$ cat src/rtl/sdram_arbit_if.sv
// SDRAM pad-side bus: command pins, clock enable and write data path.
// The arbiter drives it through the master modport. The pads or a monitor
// observe it through the slave modport.
interface sdram_arbit_if;
    logic        cke;
    logic        cs_n;
    logic        ras_n;
    logic        cas_n;
    logic        we_n;
    logic [1:0]  ba;
    logic [11:0] addr;
    logic [15:0] dq_out;
    logic        dq_oe;

    modport master (
        output cke, cs_n, ras_n, cas_n, we_n, ba, addr, dq_out, dq_oe
    );

    modport slave (
        input  cke, cs_n, ras_n, cas_n, we_n, ba, addr, dq_out, dq_oe
    );
endinterface

$ cat src/rtl/sdram_arbit.sv
// SDRAM bus arbiter. It sequences the init, auto-refresh, write and read
// sub-controllers, and gives the bus to one of them at a time. It registers
// the selected 18-bit command and the write data onto the pads.
module sdram_arbit #(
    parameter int unsigned GRANT_TIMEOUT = 4095,
    parameter logic [17:0] NOP_CMD       = 18'h1c000
) (
    input  logic        clk,
    input  logic        rst,
    input  logic        init_end,
    input  logic [17:0] init_cmd,
    input  logic        ref_req,
    input  logic [17:0] ref_cmd,
    input  logic        ref_end,
    output logic        ref_en,
    input  logic        w_req,
    input  logic [17:0] w_cmd,
    input  logic [15:0] w_dq,
    input  logic        write_data_end,
    input  logic        write_ref_break_end,
    output logic        w_en,
    input  logic        r_req,
    input  logic [17:0] r_cmd,
    input  logic        read_data_end,
    input  logic        read_ref_break_end,
    output logic        r_en,
    sdram_arbit_if.master sdram,
    output logic        err_timeout
);

    typedef enum logic [2:0] {ST_INIT, ST_ARBIT, ST_AREF, ST_WRITE, ST_READ} state_e;

    localparam logic [11:0] TIMEOUT_CNT = 12'(GRANT_TIMEOUT);

    state_e      state_q, state_d;
    logic        read_turn_q, read_turn_d;   // a write/read tie goes to read when set
    logic [11:0] wd_q, wd_d;
    logic        err_q, err_d;
    logic        ref_en_q, ref_en_d;
    logic        w_en_q, w_en_d;
    logic        r_en_q, r_en_d;
    logic [17:0] cmd_q, cmd_d;
    logic [15:0] dq_out_q, dq_out_d;
    logic        dq_oe_q, dq_oe_d;
    logic        cke_q, cke_d;
    logic        in_grant;
    logic        timeout;

    assign in_grant = (state_q == ST_AREF) || (state_q == ST_WRITE) || (state_q == ST_READ);
    // The grant currently held reaches its GRANT_TIMEOUT-th cycle.
    assign timeout  = (GRANT_TIMEOUT != 0) && in_grant && ((wd_q + 12'd1) == TIMEOUT_CNT);

    // State register.
    always_ff @(posedge clk) begin
        // NOTE: non-blocking assignments make every flop sample pre-edge values, so update order does not matter.
        if (rst) begin
            state_q <= ST_INIT;
        end else begin
            state_q <= state_d;
        end
    end

    // Next-state selection: refresh first, then write/read with alternation on ties.
    always_comb begin
        // NOTE: default first so that no path leaves state_d unassigned, which would infer a latch.
        state_d = state_q;
        unique case (state_q)
            ST_INIT:  if (init_end) state_d = ST_ARBIT;
            ST_ARBIT: begin
                if (ref_req)                             state_d = ST_AREF;
                else if (w_req && (!r_req || !read_turn_q)) state_d = ST_WRITE;
                else if (r_req)                          state_d = ST_READ;
            end
            ST_AREF:  if (ref_end) state_d = ST_ARBIT;
            ST_WRITE: if (write_data_end || write_ref_break_end) state_d = ST_ARBIT;
            ST_READ:  if (read_data_end || read_ref_break_end) state_d = ST_ARBIT;
            default:  state_d = ST_INIT;
        endcase
        if (timeout) state_d = ST_ARBIT;
    end

    // Output and datapath next values: grants, fairness, watchdog, and the command and data mux.
    always_comb begin
        ref_en_d    = (state_d == ST_AREF)  && (state_q != ST_AREF);
        w_en_d      = (state_d == ST_WRITE) && (state_q != ST_WRITE);
        r_en_d      = (state_d == ST_READ)  && (state_q != ST_READ);

        read_turn_d = read_turn_q;
        if (w_en_d) read_turn_d = 1'b1;
        if (r_en_d) read_turn_d = 1'b0;

        if (state_d != state_q) wd_d = '0;
        else if (in_grant)      wd_d = wd_q + 12'd1;
        else                    wd_d = wd_q;

        err_d    = err_q | timeout;
        cke_d    = 1'b1;
        cmd_d    = NOP_CMD;
        dq_out_d = dq_out_q;
        dq_oe_d  = 1'b0;
        if (!timeout) begin
            unique case (state_q)
                ST_INIT:  cmd_d = init_cmd;
                ST_AREF:  cmd_d = ref_cmd;
                ST_WRITE: begin
                    cmd_d    = w_cmd;
                    dq_out_d = w_dq;
                    dq_oe_d  = 1'b1;
                end
                ST_READ:  cmd_d = r_cmd;
                default:  cmd_d = NOP_CMD;
            endcase
        end
    end

    // Output and datapath registers. Reset puts NOP on the pins and drops every grant.
    always_ff @(posedge clk) begin
        if (rst) begin
            read_turn_q <= 1'b0;
            wd_q        <= '0;
            err_q       <= 1'b0;
            ref_en_q    <= 1'b0;
            w_en_q      <= 1'b0;
            r_en_q      <= 1'b0;
            cmd_q       <= NOP_CMD;
            dq_out_q    <= '0;
            dq_oe_q     <= 1'b0;
            cke_q       <= 1'b0;
        end else begin
            read_turn_q <= read_turn_d;
            wd_q        <= wd_d;
            err_q       <= err_d;
            ref_en_q    <= ref_en_d;
            w_en_q      <= w_en_d;
            r_en_q      <= r_en_d;
            cmd_q       <= cmd_d;
            dq_out_q    <= dq_out_d;
            dq_oe_q     <= dq_oe_d;
            cke_q       <= cke_d;
        end
    end

    assign ref_en       = ref_en_q;
    assign w_en         = w_en_q;
    assign r_en         = r_en_q;
    assign err_timeout  = err_q;
    assign sdram.cke    = cke_q;
    assign sdram.cs_n   = cmd_q[17];
    assign sdram.ras_n  = cmd_q[16];
    assign sdram.cas_n  = cmd_q[15];
    assign sdram.we_n   = cmd_q[14];
    assign sdram.ba     = cmd_q[13:12];
    assign sdram.addr   = cmd_q[11:0];
    assign sdram.dq_out = dq_out_q;
    assign sdram.dq_oe  = dq_oe_q;

endmodule

$ cat src/flat_wrapper.sv
// flat-port wrapper written by rule: the top's interface ports become plain ports
module sdram_arbit_flat 
#(
    parameter int unsigned GRANT_TIMEOUT = 4095,
    parameter logic [17:0] NOP_CMD       = 18'h1c000
)
  (clk, rst, init_end, init_cmd, ref_req, ref_cmd, ref_end, ref_en, w_req, w_cmd, w_dq, write_data_end, write_ref_break_end, w_en, r_req, r_cmd, read_data_end, read_ref_break_end, r_en, err_timeout, sdram_cke, sdram_cs_n, sdram_ras_n, sdram_cas_n, sdram_we_n, sdram_ba, sdram_addr, sdram_dq_out, sdram_dq_oe);
  sdram_arbit_if sdram_i ();
  input  logic clk;
  input  logic rst;
  input  logic init_end;
  input  logic [17:0] init_cmd;
  input  logic ref_req;
  input  logic [17:0] ref_cmd;
  input  logic ref_end;
  output logic ref_en;
  input  logic w_req;
  input  logic [17:0] w_cmd;
  input  logic [15:0] w_dq;
  input  logic write_data_end;
  input  logic write_ref_break_end;
  output logic w_en;
  input  logic r_req;
  input  logic [17:0] r_cmd;
  input  logic read_data_end;
  input  logic read_ref_break_end;
  output logic r_en;
  output logic err_timeout;
  output wire logic [$bits(sdram_i.cke)-1:0] sdram_cke;
  output wire logic [$bits(sdram_i.cs_n)-1:0] sdram_cs_n;
  output wire logic [$bits(sdram_i.ras_n)-1:0] sdram_ras_n;
  output wire logic [$bits(sdram_i.cas_n)-1:0] sdram_cas_n;
  output wire logic [$bits(sdram_i.we_n)-1:0] sdram_we_n;
  output wire logic [$bits(sdram_i.ba)-1:0] sdram_ba;
  output wire logic [$bits(sdram_i.addr)-1:0] sdram_addr;
  output wire logic [$bits(sdram_i.dq_out)-1:0] sdram_dq_out;
  output wire logic [$bits(sdram_i.dq_oe)-1:0] sdram_dq_oe;
  assign sdram_cke = sdram_i.cke;
  assign sdram_cs_n = sdram_i.cs_n;
  assign sdram_ras_n = sdram_i.ras_n;
  assign sdram_cas_n = sdram_i.cas_n;
  assign sdram_we_n = sdram_i.we_n;
  assign sdram_ba = sdram_i.ba;
  assign sdram_addr = sdram_i.addr;
  assign sdram_dq_out = sdram_i.dq_out;
  assign sdram_dq_oe = sdram_i.dq_oe;
  sdram_arbit #(.GRANT_TIMEOUT(GRANT_TIMEOUT), .NOP_CMD(NOP_CMD)) u_core (.clk(clk), .rst(rst), .init_end(init_end), .init_cmd(init_cmd), .ref_req(ref_req), .ref_cmd(ref_cmd), .ref_end(ref_end), .ref_en(ref_en), .w_req(w_req), .w_cmd(w_cmd), .w_dq(w_dq), .write_data_end(write_data_end), .write_ref_break_end(write_ref_break_end), .w_en(w_en), .r_req(r_req), .r_cmd(r_cmd), .read_data_end(read_data_end), .read_ref_break_end(read_ref_break_end), .r_en(r_en), .sdram(sdram_i), .err_timeout(err_timeout));
endmodule
$ cat config.mk
export PLATFORM = sky130hd
export DESIGN_NAME = sdram_arbit_flat
export DESIGN_NICKNAME = d
export VERILOG_FILES = /design/src/rtl/sdram_arbit_if.sv /design/src/rtl/sdram_arbit.sv /design/src/flat_wrapper.sv
export SDC_FILE = /design/constraint.sdc
export NUM_CORES = 1
export LEC_CHECK = 0
export ABC_CLOCK_PERIOD_IN_PS = 4100
export BUFFER_PORTS_ARGS = -buffer_cell sky130_fd_sc_hd__buf_2
export CAP_MARGIN = 25
export CELL_PAD_IN_SITES_DETAIL_PLACEMENT = 1
export CELL_PAD_IN_SITES_GLOBAL_PLACEMENT = 1
export CORE_ASPECT_RATIO = 0.5
export CORE_UTILIZATION = 35
export CTS_CLUSTER_SIZE = 16
export DETAILED_ROUTE_END_ITERATION = 8
export PLACE_DENSITY_LB_ADDON = 0.12
export SYNTH_ARGS = -nofsm -noshare
export SYNTH_HDL_FRONTEND = slang
export SYNTH_SLANG_ARGS = --single-unit
$ cat constraint.sdc
create_clock -name clk -period 4.1 [get_ports clk]
set_clock_uncertainty 0.15 [all_clocks]
set_input_delay 0.615 -clock clk [delete_from_list [all_inputs] [get_ports clk]]
set_output_delay 0.615 -clock clk [all_outputs]
set_load 0.05 [all_outputs]
Word level (Yosys, flattened, before mapping)
Index checks and enable logic that the tools add are counted.

word-level totals
  register bits = 56
  bits of input ports = 99
  output and inout bits = 40
  word-level logic and storage cells = 55

operators by class
  add/sub/neg operators = 1
  equality and inequality tests = 12
  mux-type cells = 12
  bitwise logic cells = 2
  reductions and logical operators = 17

operator list
  kind                     number
  $pmux W18 S4             1
  $mux W3                  8
  $pmux W3 S5              1
  $add A12 B1 Y12 const B  1
  $eq A12 B12 Y1 const B   1
  $eq A3 B2 Y1 const B     4
  $eq A3 B3 Y1 const B     2
  $ne A3 B2 Y1 const B     2
  $reduce_or A2 Y1         3
  $logic_and A1 B1 Y1      5
  $logic_or A1 B1 Y1       5
  $eq A3 B1 Y1 const B     1
  $logic_not A3 Y1         1
  $ne A3 B3 Y1             1
  $ne A3 B3 Y1 const B     1
  $logic_not A1 Y1         2
  $mux W1                  2
  $reduce_and A2 Y1        1
  $not A1 Y1               1
  $or A1 B1 Y1             1

Longest topological paths before layout
  depth in word-level cells = 10
  gate-level depth with buffers = 9
  depth with buffers taken out = 7

Least setup slack after synthesis
Ideal clock, no wire load.

  path type = reg-to-reg
  from = register u_core.wd_q[1]
  to = register u_core.cmd_q[10]
  library setup time = 0.130 ns
  arrival = 1.885 ns
  required time = 3.820 ns
  path slack = 1.935 ns
  stages on the path, launching flop included = 9
  buffers on the path = 2
  clock period less this slack = 2.165 ns
  cells stage by stage = dfxtp_1 -> ha_1 -> inv_1 -> or3_4 -> a2111oi_4 -> and2_1 -> buf_4 -> buf_4 -> nor3_1

between the ends
  cells in the longest elaborated chain, start to end = 4

RTL lines
  item                        line                RTL
  start: declaration          sdram_arbit.sv:37   logic [11:0] wd_q, wd_d;
  start signal: assignment    sdram_arbit.sv:131  wd_q <= wd_d;
  $add A12 B1 Y12             sdram_arbit.sv:51   assign timeout = (GRANT_TIMEOUT != 0) && in_grant && ((wd_q + 12'd1) == TIMEOUT_CNT);
  $eq A12 B12 Y1              sdram_arbit.sv:51
  $logic_and A1 B1 Y1         sdram_arbit.sv:51
  $reduce_or A2 Y1 (no line)  --
  end signal: assignment      sdram_arbit.sv:136  cmd_q <= cmd_d;
  end: declaration            sdram_arbit.sv:42   logic [17:0] cmd_q, cmd_d;

Every way passes these cells.
A chain may end at the register's enable or synchronous reset.

Final worst setup path
  from = register u_core.state_q[2]
  to = register u_core.wd_q[2]

between the ends
  cells in the longest elaborated chain, start to end = 7
  elaborated cells between the ends (all ways) = 19
  those cells by class = eq/ne (5); mux (9); reduce/logical (5)

RTL lines
  item                                                       line                                                     RTL
  start: declaration                                         sdram_arbit.sv:35                                        state_e state_q, state_d;
  start signal: assignment                                   sdram_arbit.sv:59                                        state_q <= state_d;
  $mux W3 / $eq A3 B2 Y1 (equally long branches)             sdram_arbit.sv:72, sdram_arbit.sv:49, sdram_arbit.sv:67
  $mux W3 / $logic_or A1 B1 Y1 (equally long branches)       sdram_arbit.sv:71, sdram_arbit.sv:49
  $mux W3 / $logic_or A1 B1 Y1 (equally long branches)       sdram_arbit.sv:70, sdram_arbit.sv:49
  $pmux W3 S5 / $logic_and A1 B1 Y1 (equally long branches)  sdram_arbit.sv:67, sdram_arbit.sv:51
  $mux W3                                                    sdram_arbit.sv:79                                        if (timeout) state_d = ST_ARBIT;
  $ne A3 B3 Y1                                               sdram_arbit.sv:92                                        if (state_d != state_q) wd_d = '0;
  $reduce_or A2 Y1 (no line)                                 --

Several ways; a longest one is shown, not always the timed one.

==> flow_summary.html <==
<table>
<tr><th>Metric</th><th>Value</th></tr>
<tr><th colspan="2">Detailed routing</th></tr>
<tr><td>Vias per cell</td><td>5.26</td></tr>
<tr><td>Number of DRC violations after detailed-routing iteration 0</td><td>111</td></tr>
<tr><td>Wire length per cell after detailed routing</td><td>16.0 um</td></tr>
<tr><td>Antenna Violating Nets Remaining</td><td>0</td></tr>
<tr><td>Number of optimization iterations in the first detailed-route pass</td><td>4</td></tr>
<tr><td>Aggregate routed wire length</td><td>8790 um</td></tr>
<tr><td>Number of remaining DRC errors</td><td>0</td></tr>
<tr><td>Total vias in the final route</td><td>2885</td></tr>
<tr><th colspan="2">Placed design</th></tr>
<tr><td>Gp weighted congestion</td><td>0.886</td></tr>
<tr><td>Post-detailed-placement cell area</td><td>3570 sq um</td></tr>
<tr><td>Placed insts</td><td>540</td></tr>
<tr><td>Number of input and output port buffers inserted</td><td>138</td></tr>
<tr><td>HPWL after detailed placement</td><td>6790 um</td></tr>
<tr><th colspan="2">Power and ir drop</th></tr>
<tr><td>Leak pwr</td><td>1.56 nW</td></tr>
<tr><td>Total power per unit cell area</td><td>371 nW/um^2</td></tr>
<tr><td>Max VDD drop</td><td>0.000163 V</td></tr>
<tr><th colspan="2">Setup path</th></tr>
<tr><td>CP peak stage delay</td><td>0.69 ns</td></tr>
<tr><td>Critical path, cell by cell</td><td>buf_4 &gt; or3b_1 &gt; o211ai_1 &gt; o211a_1 &gt; o211ai_1 &gt; nor4_1</td></tr>
<tr><td>Critical Path RT</td><td>4.14 ns</td></tr>
<tr><td>Critical Path Fanout Max</td><td>17</td></tr>
<tr><td>Slowest cell on the critical path</td><td>sky130_fd_sc_hd__dfxtp_1</td></tr>
<tr><td>Signal arrival time at the worst endpoint</td><td>2.86 ns</td></tr>
<tr><td>Crit. End Element</td><td>register</td></tr>
<tr><td>Classification of the worst setup path</td><td>reg -&gt; reg</td></tr>
<tr><td>Critical path launch point type</td><td>register</td></tr>
<tr><td>Setup slack, reg-to-reg</td><td>1.28 ns</td></tr>
<tr><td>Crit path buf inv count</td><td>1</td></tr>
<tr><td>Crit-path leading delay family</td><td>simple AND/OR/NAND/NOR gates</td></tr>
<tr><td>Crit path top cell by count</td><td>sky130_fd_sc_hd__o211ai_1</td></tr>
<tr><th colspan="2">Timing</th></tr>
<tr><td>Worst slew margin relative to its limit</td><td>33.3%</td></tr>
<tr><td>Count of final setup violators</td><td>0</td></tr>
<tr><td>Total negative slack for setup checks</td><td>0 ns</td></tr>
<tr><td>Number of hold violations in the final report</td><td>0</td></tr>
<tr><td>Minimum clock period</td><td>2.82 ns</td></tr>
<tr><td>Final period utilization</td><td>68.9%</td></tr>
<tr><td>Final hold slack</td><td>0.310 ns</td></tr>
<tr><td>F_max</td><td>354 MHz</td></tr>
<tr><td>Unrepaired setup endpoints after global routing</td><td>no</td></tr>
<tr><td>Final count of pins violating max slew</td><td>0</td></tr>
<tr><td>Worst-Margin Slew</td><td>0.996 ns</td></tr>
<tr><th colspan="2">Final layout</th></tr>
<tr><td>Number of fill cells in the layout</td><td>945</td></tr>
<tr><td>Number of nets in the finished design</td><td>541</td></tr>
<tr><td>Final cell count without fillers</td><td>549</td></tr>
<tr><td>Synthesis-to-layout area growth</td><td>31.9%</td></tr>
<tr><td>Number of diodes added for antenna fixing</td><td>0</td></tr>
<tr><td>Util after Layout</td><td>49.5%</td></tr>
<tr><td>Fraction of final layout cells sized beyond drive strength 1</td><td>36.1%</td></tr>
<tr><td>Post-route design area</td><td>3760 sq um</td></tr>
<tr><th colspan="2">Die</th></tr>
<tr><td>Floorplan die area</td><td>8530 sq um</td></tr>
<tr><td>Vertical die dimension</td><td>65.8 um</td></tr>
<tr><td>Std cell rows</td><td>22</td></tr>
<tr><td>Total core area</td><td>7600 sq um</td></tr>
<tr><td>Ports</td><td>139</td></tr>
<tr><td>Horizontal die dimension</td><td>130 um</td></tr>
<tr><td>Initial core utilization</td><td>37.5%</td></tr>
<tr><th colspan="2">Clock network</th></tr>
<tr><td>CTS clk-pin slew, worst paths</td><td>0.07 ns</td></tr>
<tr><td>Number of clock buffers inserted by TritonCTS</td><td>5</td></tr>
<tr><td>Clock sink count</td><td>56</td></tr>
<tr><td>CTS Buffer Depth</td><td>2</td></tr>
<tr><td>Hold-fix buffers at CTS</td><td>0</td></tr>
<tr><td>Number of gates resized after cts</td><td>0</td></tr>
<tr><td>H-Tree Level Count</td><td>2</td></tr>
<tr><td>Root Driver</td><td>sky130_fd_sc_hd__clkbuf_16</td></tr>
<tr><td>Worst-skew pair later-pin latency</td><td>0.29 ns</td></tr>
<tr><td>Clock tree from TritonCTS</td><td>yes</td></tr>
<tr><td>Total setup buffers inserted after CTS</td><td>0</td></tr>
<tr><th colspan="2">Synthesis</th></tr>
<tr><td>Most area-consuming cells after synthesis</td><td>sky130_fd_sc_hd__dfxtp_1 (39%), sky130_fd_sc_hd__mux2i_1 (9.8%), sky130_fd_sc_hd__a22oi_1 (6.3%), sky130_fd_sc_hd__nand2_1 (5.3%), sky130_fd_sc_hd__o22a_1 (4.9%)</td></tr>
<tr><td>Leading area contributor after synthesis</td><td>sky130_fd_sc_hd__dfxtp_1</td></tr>
<tr><td>Synthesis-stage register bit count</td><td>56</td></tr>
<tr><td>Average footprint of a synthesized cell</td><td>9.02 sq um</td></tr>
<tr><td>Asr flop ratio synth</td><td>0%</td></tr>
<tr><td>Sequential area share after synthesis</td><td>39.3%</td></tr>
<tr><td>Ys Warns</td><td>0</td></tr>
<tr><td>Number of enable flip-flop cells after synthesis</td><td>0</td></tr>
<tr><td>Synthesized area</td><td>2850 sq um</td></tr>
<tr><td>Primary FF master, synth</td><td>sky130_fd_sc_hd__dfxtp_1</td></tr>
<tr><td>Share of the synthesized area in the top cell type</td><td>39.3%</td></tr>
<tr><td>Nets in the synthesized netlist</td><td>417</td></tr>
<tr><td>Count of distinct cell types in the synthesized netlist</td><td>47</td></tr>
<tr><td>Synthesized instance count</td><td>316</td></tr>
<tr><th colspan="2">Global routing</th></tr>
<tr><td>Global-route wire length before repair</td><td>14000 um</td></tr>
<tr><td>Antenna violations before repair</td><td>0</td></tr>
<tr><td>Maximum number of pins on one net before global-route repair</td><td>37</td></tr>
<tr><td>Overall routing resource usage</td><td>21.4%</td></tr>
<tr><td>Total congestion overflow after global routing</td><td>0</td></tr>
<tr><td>Via count of the first global-routing pass</td><td>2956</td></tr>
<tr><th colspan="2">Min path</th></tr>
<tr><td>Type of the most critical hold path</td><td>reg -&gt; reg</td></tr>
<tr><th colspan="2">Status</th></tr>
<tr><td>Status</td><td>completed</td></tr>
<tr><th colspan="2">Flow run</th></tr>
<tr><td>Count of max-cap constraint violations</td><td>0</td></tr>
</table>
## power by group
part / leakage [nW] / switching [mW] / internal, mW
Combinational: 1.02 / 0.206 / 0.116
Sequential: 0.456 / 0.0119 / 0.570
Clock: 0.0840 / 0.202 / 0.291
Total: 1.56 / 0.420 / 0.977
## sequential cells by signal, indices dropped and copies added, names as in the netlist
name and count:
u_core.ref_en 1, u_core.read_turn_q 1, u_core.sdram.cke 1, u_core.sdram.dq_oe 1, u_core.cmd_q 18, u_core.w_en 1, u_core.state_q 3, u_core.wd_q 12
u_core.sdram.dq_out 16, u_core.r_en 1, u_core.err_timeout 1
## cells in the mapped netlist (all sizes together) (2+ instances only)
library cell,n
o211ai,3
a22oi,24
nand4,4
or3b,2
nor3b,2
and2,4
xnor2,8
nor2,8
inv,5
ha,2
o21ai,4
nor2b,3
and4,4
nor4,13
o21a,3
dfxtp,56
xor2,5
a2111oi,2
mux2i,28
nand3,6
buf,12
nand2,40
o22a,16
o22ai,4
clkbuf,16
a21boi,2
or3,5
nor3,19
a21oi,5
## layout make-up
cell class / instances / area [sq um] / area share (%)
Clock inverter: 3 / 47.5 / 1.26
Multi-Input combinational cell: 227 / 1560 / 41.5
Timing Repair Buffer: 145 / 751 / 20.0
Sequential cell: 56 / 1120 / 29.8
Inverter: 5 / 18.8 / 0.499
Tap cell: 108 / 135 / 3.59
Clock buffer: 5 / 125 / 3.33
## placed cells by master (no fill, tap or decap), types with 2 or more instances in the layout
cell type                   instances
sky130_fd_sc_hd__o22a_1            16
sky130_fd_sc_hd__nand2_1           40
sky130_fd_sc_hd__buf_4              6
sky130_fd_sc_hd__nor3b_1            2
sky130_fd_sc_hd__a21oi_1            3
sky130_fd_sc_hd__nand4_1            4
sky130_fd_sc_hd__xor2_1             5
sky130_fd_sc_hd__nor3_1            19
sky130_fd_sc_hd__o22ai_1            4
sky130_fd_sc_hd__a22oi_1           24
sky130_fd_sc_hd__a21oi_2            2
sky130_fd_sc_hd__dfxtp_1           56
sky130_fd_sc_hd__inv_1              4
sky130_fd_sc_hd__nor2_1             8
sky130_fd_sc_hd__a21boi_0           2
sky130_fd_sc_hd__nor4_1            13
sky130_fd_sc_hd__clkinv_4           2
sky130_fd_sc_hd__or3_1              4
sky130_fd_sc_hd__o21ai_0            3
sky130_fd_sc_hd__xnor2_1            8
sky130_fd_sc_hd__o21a_1             3
sky130_fd_sc_hd__clkbuf_16          5
sky130_fd_sc_hd__o211ai_1           3
sky130_fd_sc_hd__ha_1               2
sky130_fd_sc_hd__or3b_1             2
sky130_fd_sc_hd__buf_2            138
sky130_fd_sc_hd__nor2b_1            3
sky130_fd_sc_hd__nand3_1            6
sky130_fd_sc_hd__and4_1             4
sky130_fd_sc_hd__mux2i_1           28
sky130_fd_sc_hd__and2_1             4
## stage by stage
stage	worst slack, ns	power [mW]
final	1.28	1.40
after floorplan	1.94	0.809
after CTS	1.27	1.41
after detailed placement	1.29	0.917
after global routing	1.06	1.46
after global placement	1.48	0.907
## path summary, 6_finish.rpt
check / cells past startpoint / startpoint / endpoint
setup / recovery: 6 / u_core.state_q[2] / u_core.wd_q[2]
hold / removal: 2 / u_core.sdram.dq_out[4] / u_core.sdram.dq_out[4]
setup reg to reg: 6 / u_core.state_q[2] / u_core.wd_q[2]
hold reg to reg: 2 / u_core.sdram.dq_out[4] / u_core.sdram.dq_out[4]
## worst reg2reg max path, stage by stage, from the launching register on
cell and delay [ns]:
sky130_fd_sc_hd__dfxtp_1 0.69, sky130_fd_sc_hd__buf_4 0.33, sky130_fd_sc_hd__or3b_1 0.43, sky130_fd_sc_hd__o211ai_1 0.18, sky130_fd_sc_hd__o211a_1 0.20, sky130_fd_sc_hd__o211ai_1 0.35
sky130_fd_sc_hd__nor4_1 0.40
## cell families (layout without fill, tap and decap cells)
family | Yosys count | in the layout | synth area share, %
simple gates | 113 | 113 | 20.4
compound gates | 71 | 71 | 19.7
flops | 56 | 56 | 39.3
buf+inv | 33 | 158 | 5.92
mux | 28 | 28 | 9.83
xor+xnor | 13 | 13 | 3.99
fa+ha+maj | 2 | 2 | 0.877
## layer usage
metal / part of all wire, % / track usage [%]
met5: 0 / 0
met4: 0.97 / 4.94
met1: 44 / 26.8
met2: 48 / 37.2
met3: 6.6 / 5.26
(Power assumes the default switching activity.)
